[src/rtl/ctrl_pipe_reg.sv]
// ---------------------------------------------------------------------------
// ctrl_pipe_reg
//   Multi-stage pipeline register for control-unit bundles (MemWrite, Branch,
//   RegWrite, ...). A WIDTH-bit control word and its valid bit travel through
//   STAGES back-to-back registers. The block supports stall (enable low) and
//   flush (every stage killed). A killed or invalid slot always carries BUBBLE,
//   so a stale control word can never act downstream.
//
//   Optional feature macro: CTRL_PIPE_STATS_EN
//     defined   -> stall_cnt / bubble_cnt are live saturating counters
//     undefined -> counter logic is absent and both outputs are tied to 0
//
// Ports
//   clk         in   1      rising-edge clock
//   rst         in   1      synchronous reset, active-high
//   enable      in   1      1 = advance all stages, 0 = hold all stages
//   flush       in   1      1 = kill every stage on this edge (beats stall)
//   valid_in    in   1      input control word is a real instruction
//   data_in     in   WIDTH  input control word
//   valid_out   out  1      last stage holds a real instruction
//   data_out    out  WIDTH  last-stage control word
//   stall_cnt   out  CNT_W  number of edges with enable=0 (saturating)
//   bubble_cnt  out  CNT_W  enabled edges that produced an invalid last stage
// ---------------------------------------------------------------------------
module ctrl_pipe_reg #(
   parameter int               WIDTH  = 8,
   parameter int               STAGES = 1,
   parameter logic [WIDTH-1:0] BUBBLE = '0,
   parameter int               CNT_W  = 16
) (
   input  logic             clk,
   input  logic             rst,
   input  logic             enable,
   input  logic             flush,
   input  logic             valid_in,
   input  logic [WIDTH-1:0] data_in,
   output logic             valid_out,
   output logic [WIDTH-1:0] data_out,
   output logic [CNT_W-1:0] stall_cnt,
   output logic [CNT_W-1:0] bubble_cnt
);

   // Stage 0 is the entry register, stage STAGES-1 drives the outputs.
   logic             valid_q [STAGES];
   logic [WIDTH-1:0] data_q  [STAGES];

   // Value each stage takes on an advancing edge.
   logic             valid_d [STAGES];
   logic [WIDTH-1:0] data_d  [STAGES];

   genvar gi;
   generate
      for (gi = 0; gi < STAGES; gi++) begin : g_stage
         if (gi == 0) begin : g_entry
            // An invalid input is replaced by BUBBLE at the door, so garbage
            // on data_in never enters the pipe.
            assign valid_d[gi] = valid_in;
            assign data_d[gi]  = valid_in ? data_in : BUBBLE;
         end else begin : g_shift
            assign valid_d[gi] = valid_q[gi-1];
            assign data_d[gi]  = data_q[gi-1];
         end
      end
   endgenerate

   // rst and flush both empty the pipe; flush also overrides a stall.
   always_ff @(posedge clk) begin
      if (rst || flush) begin
         for (int i = 0; i < STAGES; i++) begin
            valid_q[i] <= 1'b0;
            data_q[i]  <= BUBBLE;
         end
      end else if (enable) begin
         for (int i = 0; i < STAGES; i++) begin
            valid_q[i] <= valid_d[i];
            data_q[i]  <= data_d[i];
         end
      end
   end

   assign valid_out = valid_q[STAGES-1];
   assign data_out  = data_q[STAGES-1];

`ifdef CTRL_PIPE_STATS_EN
   logic [CNT_W-1:0] stall_cnt_q;
   logic [CNT_W-1:0] bubble_cnt_q;

   // Counters saturate at all-ones and never move on a rst or flush edge.
   always_ff @(posedge clk) begin
      if (rst) begin
         stall_cnt_q  <= '0;
         bubble_cnt_q <= '0;
      end else if (!flush) begin
         if (!enable) begin
            if (stall_cnt_q != '1) begin
               stall_cnt_q <= stall_cnt_q + 1'b1;
            end
         end else if (!valid_d[STAGES-1]) begin
            // The last stage is about to load an empty slot.
            if (bubble_cnt_q != '1) begin
               bubble_cnt_q <= bubble_cnt_q + 1'b1;
            end
         end
      end
   end

   assign stall_cnt  = stall_cnt_q;
   assign bubble_cnt = bubble_cnt_q;
`else
   assign stall_cnt  = '0;
   assign bubble_cnt = '0;
`endif

endmodule

[config.mk]
export PLATFORM = sky130hd
export DESIGN_NAME = ctrl_pipe_reg
export DESIGN_NICKNAME = d
export VERILOG_FILES = /design/src/rtl/ctrl_pipe_reg.sv
export SDC_FILE = /design/constraint.sdc
export NUM_CORES = 1
export LEC_CHECK = 0
export ABC_AREA = 0
export CAP_MARGIN = 30
export CORE_MARGIN = 10
export CORE_UTILIZATION = 30
export CTS_CLUSTER_DIAMETER = 200
export DETAILED_ROUTE_END_ITERATION = 8
export PLACE_DENSITY = 0.79
export SYNTH_ARGS = -nofsm -noshare
export SYNTH_HDL_FRONTEND = slang
export SYNTH_SLANG_ARGS = --single-unit
[constraint.sdc]
create_clock -name clk -period 1.09 [get_ports clk]
set_input_delay 0.218 -clock clk [delete_from_list [all_inputs] [get_ports clk]]
set_output_delay 0.218 -clock clk [all_outputs]
set_load 0.01 [all_outputs]
==> reports/metrics.csv <==
stage,metric,value,unit
synth,synth-warning-count,0,
timing,post-route-min-period,1.075,ns
floorplan,core_area,1783,µm²
synth,syn_avg_cell_area,11.10,µm²
pwr,ir_drop,0.3475,mV
global_routing,grt-ovfl-total,0,
synth,ys_ff_latch,9,
synth,async_reset_ff_frac,0,
clock_tree,cts_sinks,9,
route,drc,0,
synth,synth_edf_count,9,
clock_tree,htree_levels,1,
pwr,powerDensity,1119,nW/µm²
cells_and_area,multi_input_area,206.4,µm²
placement,port_buffers,21,
critical_path,crit_type,in2reg,
cells_and_area,fin_util,0.3923,
min_path,hp-class,in2reg,
clock_tree,cts_buffers,3,
route,drt_iter0_drc,5,
clock_tree,clock_path_buffers,2,
floorplan,chipWidth,64.28,µm
run_status,status,"finished, final reports clean",
synth,yosysTopAreaCellShare,0.4596,
floorplan,start_util,0.3298,
synth,yosysSeqAreaShare,0.4596,
pwr,leakagePower,0.3588,nW
cells_and_area,fill_cells,184,
synth,yosysTopAreaCell,edfxtp_1,
placement,post-dp-hpwl,1115,µm
clock_tree,cts_tree,built,
critical_path,arrival,1.08,ns
clock_tree,cts_setup_buffers,0,
floorplan,die_area,4131,µm²
route,firstDrtPassIters,2,
synth,yosysMostFrequentCell,buf_4,
synth,syn_area,588.1,µm²
critical_path,critPathLaunchType,input pin,
critical_path,crit_start,valid_in,
route,via_per_inst,3.402,
timing,setup_slack,0.01479,ns
placement,routabilityCongestion,0.6840,
global_routing,grt_pass1_vias,381,
floorplan,core.rowCount,15,
synth,synth_top_cells_by_count,"buf_4 (32), edfxtp_1 (9), and2_1 (8)",
timing,setup-violations-final,0,
timing,grt_setup_unrepaired,false,
floorplan,num_io_pins,54,
synth,synthDistinctLibCells,7,
timing,max_freq,930.0,MHz
floorplan,die_y,64.28,µm
cells_and_area,antenna_cells,0,
synth,netlist_instances,53,
timing,fin_crit_sh,0.9864,
clock_tree,cts_root_buf,clkbuf_4,
synth,synthTopCellsByArea,"edfxtp_1 (46%), buf_4 (41%), and2_1 (8.5%)",
route,drt_wl_total,1355,µm
job,maxCapViolCount,0,
min_path,whs_path_depth,2,
cells_and_area,seq_area,270.3,µm²
critical_path,worst_setup_path_end_kind,register,
global_routing,grt_usage,0.05715,
cells_and_area,drive_gt1_frac,0.1818,
global_routing,grt_antenna_before_repair,0,
route,detail-route-antenna-nets,0,
global_routing,grt_max_degree,10,
critical_path,required,1.09,ns
placement,dpl_worst_slack,-0.3897,ns
cells_and_area,syn_to_final_growth,18.94,%
timing,hold_violations,0,
global_routing,grt_pass1_wl,1869,µm
critical_path,crit_fanout,5,
cells_and_area,fin_nets,91,
clock_tree,cts.clk_slew.worst_paths,0.05,ns
clock_tree,ctsHoldBuffers,0,
synth,ys_dominant_reg_cell,edfxtp_1,
route,routedWlPerCell,13.28,µm
timing,slew_violations,0,
route,route.vias.total,347,
critical_path,crit_path_end,data_q[0][3]$_SDFFCE_PN0P_,
-- worst min-delay path by stage --
stage	from	end	slack [ns]
after floorplan	data_in[0]	data_q[0][0]$_SDFFCE_PN0P_	0.42
after global placement	data_in[5]	data_q[0][5]$_SDFFCE_PN0P_	0.88
after detailed placement	data_in[3]	data_q[0][3]$_SDFFCE_PN0P_	0.88
after CTS	rst	data_q[0][1]$_SDFFCE_PN0P_	0.53
after global routing	enable	data_q[0][1]$_SDFFCE_PN0P_	0.44
final	enable	data_q[0][1]$_SDFFCE_PN0P_	0.44
-- metal layers --
layer	up-vias	global-route usage	part of all wire	wire length (µm)
li1	156	-	-	-
met1	159	0.05830	0.37	497
met2	30	0.09483	0.52	699
met3	2	0.03136	0.11	151
met4	0	0.02406	0.0044	6
met5	-	0	0	0
-- critical path, stage by stage --
cell and delay, ns:
clkdlybuf4s50_1 0.43, and4bb_2 0.27, and2_1 0.16
-- registers in the layout, indices dropped and copies added, names as in the netlist --
signal,flops
valid_q,1
data_q,8
-- layout by cell type, fill, tap and decap left out, drive strengths merged --
cell           count
clkbuf            13
edfxtp             9
or3                1
conb              32
dlymetal6s2s       1
clkdlybuf4s50      9
dlygate4sd2        2
and4bb             2
and2               8
-- logic make-up after synthesis --
family                 after synthesis  share of synthesized area
buffers and inverters               33                     0.4170
AND/OR/NAND/NOR                     10                     0.1170
flip-flops                           9                     0.4596
other                                1                   0.006377
-- through the flow --
stage          instance area [µm²]  setup TNS [ns]  hold slack (ns)  std cells  power [W]
6_report                     699.4               0           0.4384        102  0.0007827
2_1_floorplan                704.4               0           0.4162         84  0.0005647
3_3_place_gp                 700.7          -5.810           0.8788         97  0.0005581
5_1_grt                      699.4               0           0.4416        102  0.0008201
3_5_place_dp                 700.7          -6.171           0.8754         97  0.0005598
4_1_cts                      742.0               0           0.5267        102  0.0007915
-- cell type report --
cell class,instances,share of cell area
sequential,9,0.3864
timing repair buffer,21,0.2361
tap,25,0.04472
clock buffer,4,0.03757
multi-input combinational,43,0.2952
-- power by group --
| group | internal (W) | switching (W) | total, W |
|---|---|---|---|
| Combinational | 0.0000532 | 0.0000884 | 0.000142 |
| Sequential | 0.000398 | 0.00000421 | 0.000403 |
| Clock | 0.000140 | 0.0000985 | 0.000238 |
-- what timing repair did --
| action | 4_1_cts | 5_1_grt |
|---|---|---|
| gates cloned | 1 | 0 |
| endpoints found under the setup margin | 26 | 18 |
| resized for setup | 21 | 10 |
| pin swaps | 1 | 1 |
| hold endpoints to repair | 0 | 0 |
Power figures use the tool's default switching activity.
==> variant (config.mk and constraints unchanged) <==
The option `CTRL_PIPE_STATS_EN` is turned on by a define.
--- a/src/rtl/ctrl_pipe_reg.sv
+++ b/src/rtl/ctrl_pipe_reg.sv
@@ -22,6 +22,8 @@
 //   stall_cnt   out  CNT_W  number of edges with enable=0 (saturating)
 //   bubble_cnt  out  CNT_W  enabled edges that produced an invalid last stage
 // ---------------------------------------------------------------------------
+`define CTRL_PIPE_STATS_EN
+
 module ctrl_pipe_reg #(
    parameter int               WIDTH  = 8,
    parameter int               STAGES = 1,
Behaviour: not the same (a bounded check fails within 4 cycles, from zero or initial values and one cycle with rst high).
==> variant against the unedited design <==
  * The run now ends with setup timing left
  * Global-route usage rose by 8.4 points
  * Sequential cell count up 32
  * Combinational power is 100% higher
  * Wire length grew to 6.1 times the old value
  * Area after synthesis grew to 3.5 times the old value
  * Cell area increased to 6.1 times the old value
  * Power rose to 3.7 times the old value
  * Cell count grew to 4.5 times the old value
  * Maximum frequency shrank 39%
  * Worst setup slack got worse by 0.68 ns
  * Critical path type is now reg2reg
  * Highest routed layer unchanged
==> variant: results (changes against the unedited design) <==
[drt]
drtIter0Drc=77  ; was 5
wl_met2_mm=4.693  ; was 699 um
wl_met3_um=349  ; was 151 um
via_per_inst=5.358  ; was 3.402
routed_wl_mm=8.290  ; was 1.355 mm
dr.pass1.iters=4  ; was 2
met1Wirelength_mm=3.107  ; was 497 um

[placement]
dp_cells=416  ; was 97
dp_hpwl_mm=5.008  ; was 1.115 mm
place_area_sq_um=3353  ; was 700.7 sq um
dp_slack_ns=-0.9900  ; was -0.3897 ns

[logic_synthesis]
synth_compound_area_frac=0.1707  ; was 0
synth-seq-cells=41  ; was 9
synthCells=219  ; was 53
muxShareOfSynthArea=0.02693  ; was 0
synthAdderAreaFrac=0.01224  ; was 0
synthTopCellsByCount=dfxtp_1 (32), a21oi_1 (23), nand2_1 (15), nand4_1 (14)  ; was buf_4 (32), edfxtp_1 (9), and2_1 (8)

[grt]
gr-usage-met2=0.2659  ; was 0.09483
grt_use_met3=0.03686  ; was 0.03136
grt_first_pass_wirelength_mm=11.98  ; was 1.869 mm
grt_usage=0.1414  ; was 0.05715
met1_usage=0.1486  ; was 0.05830

[clocking]
cts_resized=273  ; was 21
postCtsSetupRepairBufs=25  ; was 0
clkSlewWorstSetupHoldPaths_ns=0.08  ; was 0.05 ns
cts_buffers=5  ; was 3
cts-root-buf=clkbuf_8  ; was clkbuf_4

[timing]
whs_ns=0.4630  ; was 0.4384 ns
finalSetupViolCount=55  ; was 0
fin_ws_ns=-0.6702  ; was 0.01479 ns

[power_and_ir_drop]
p_total_uw=2878  ; was 782.7 uW
sequentialPower_uw=1540  ; was 403 uW
ir_worst_vdd_mv=0.5328  ; was 0.3475 mV
leakage_uw=0.001689  ; was 0.0003588 uW

[floorplan]
core_area_sq_um=6719  ; was 1783 sq um

[layout]
clock_area_frac=0.02134  ; was 0.03757
nNonClkBuffers=161  ; was 21
n_all_inverters=5  ; was 0
drive_above_1_share=0.6955  ; was 0.1818
fin_area_sq_um=4280  ; was 699.4 sq um
nClkBuffers=6  ; was 4
seq_area_sq_um=1001  ; was 270.3 sq um

[status]
status=finished, violations left  ; was finished, final reports clean
violations=setup timing

[min_path]
holdPathEnd=stall_cnt[12]$_SDFFE_PP0P_  ; was data_q[0][1]$_SDFFCE_PN0P_
hp-start=flush  ; was enable

[critical_path]
cp_data_arrival_time_ns=1.99  ; was 1.08 ns

==> variant: how the worst max path moves through the flow <==
stage	slack, ns	endpoint	from
finish	-0.67	stall_cnt[15]$_SDFFE_PP0P_	stall_cnt[1]$_SDFFE_PP0P_
global route	-0.70	stall_cnt[9]$_SDFFE_PP0P_	stall_cnt[6]$_SDFFE_PP0P_
CTS	-0.61	stall_cnt[15]$_SDFFE_PP0P_	stall_cnt[1]$_SDFFE_PP0P_
detailed placement	-0.99	stall_cnt[13]$_SDFFE_PP0P_	flush
global placement	-0.96	stall_cnt[9]$_SDFFE_PP0P_	enable
floorplan	-0.61	stall_cnt[14]$_SDFFE_PP0P_	stall_cnt[1]$_SDFFE_PP0P_
==> variant: worst max-delay path, cell delays in order, from the launching register on <==
cell and delay (ns):
dfxtp_4 0.36, buf_4 0.12, nand4bb_1 0.11, or4_4 0.53
or4_4 0.43, a21oi_2 0.14
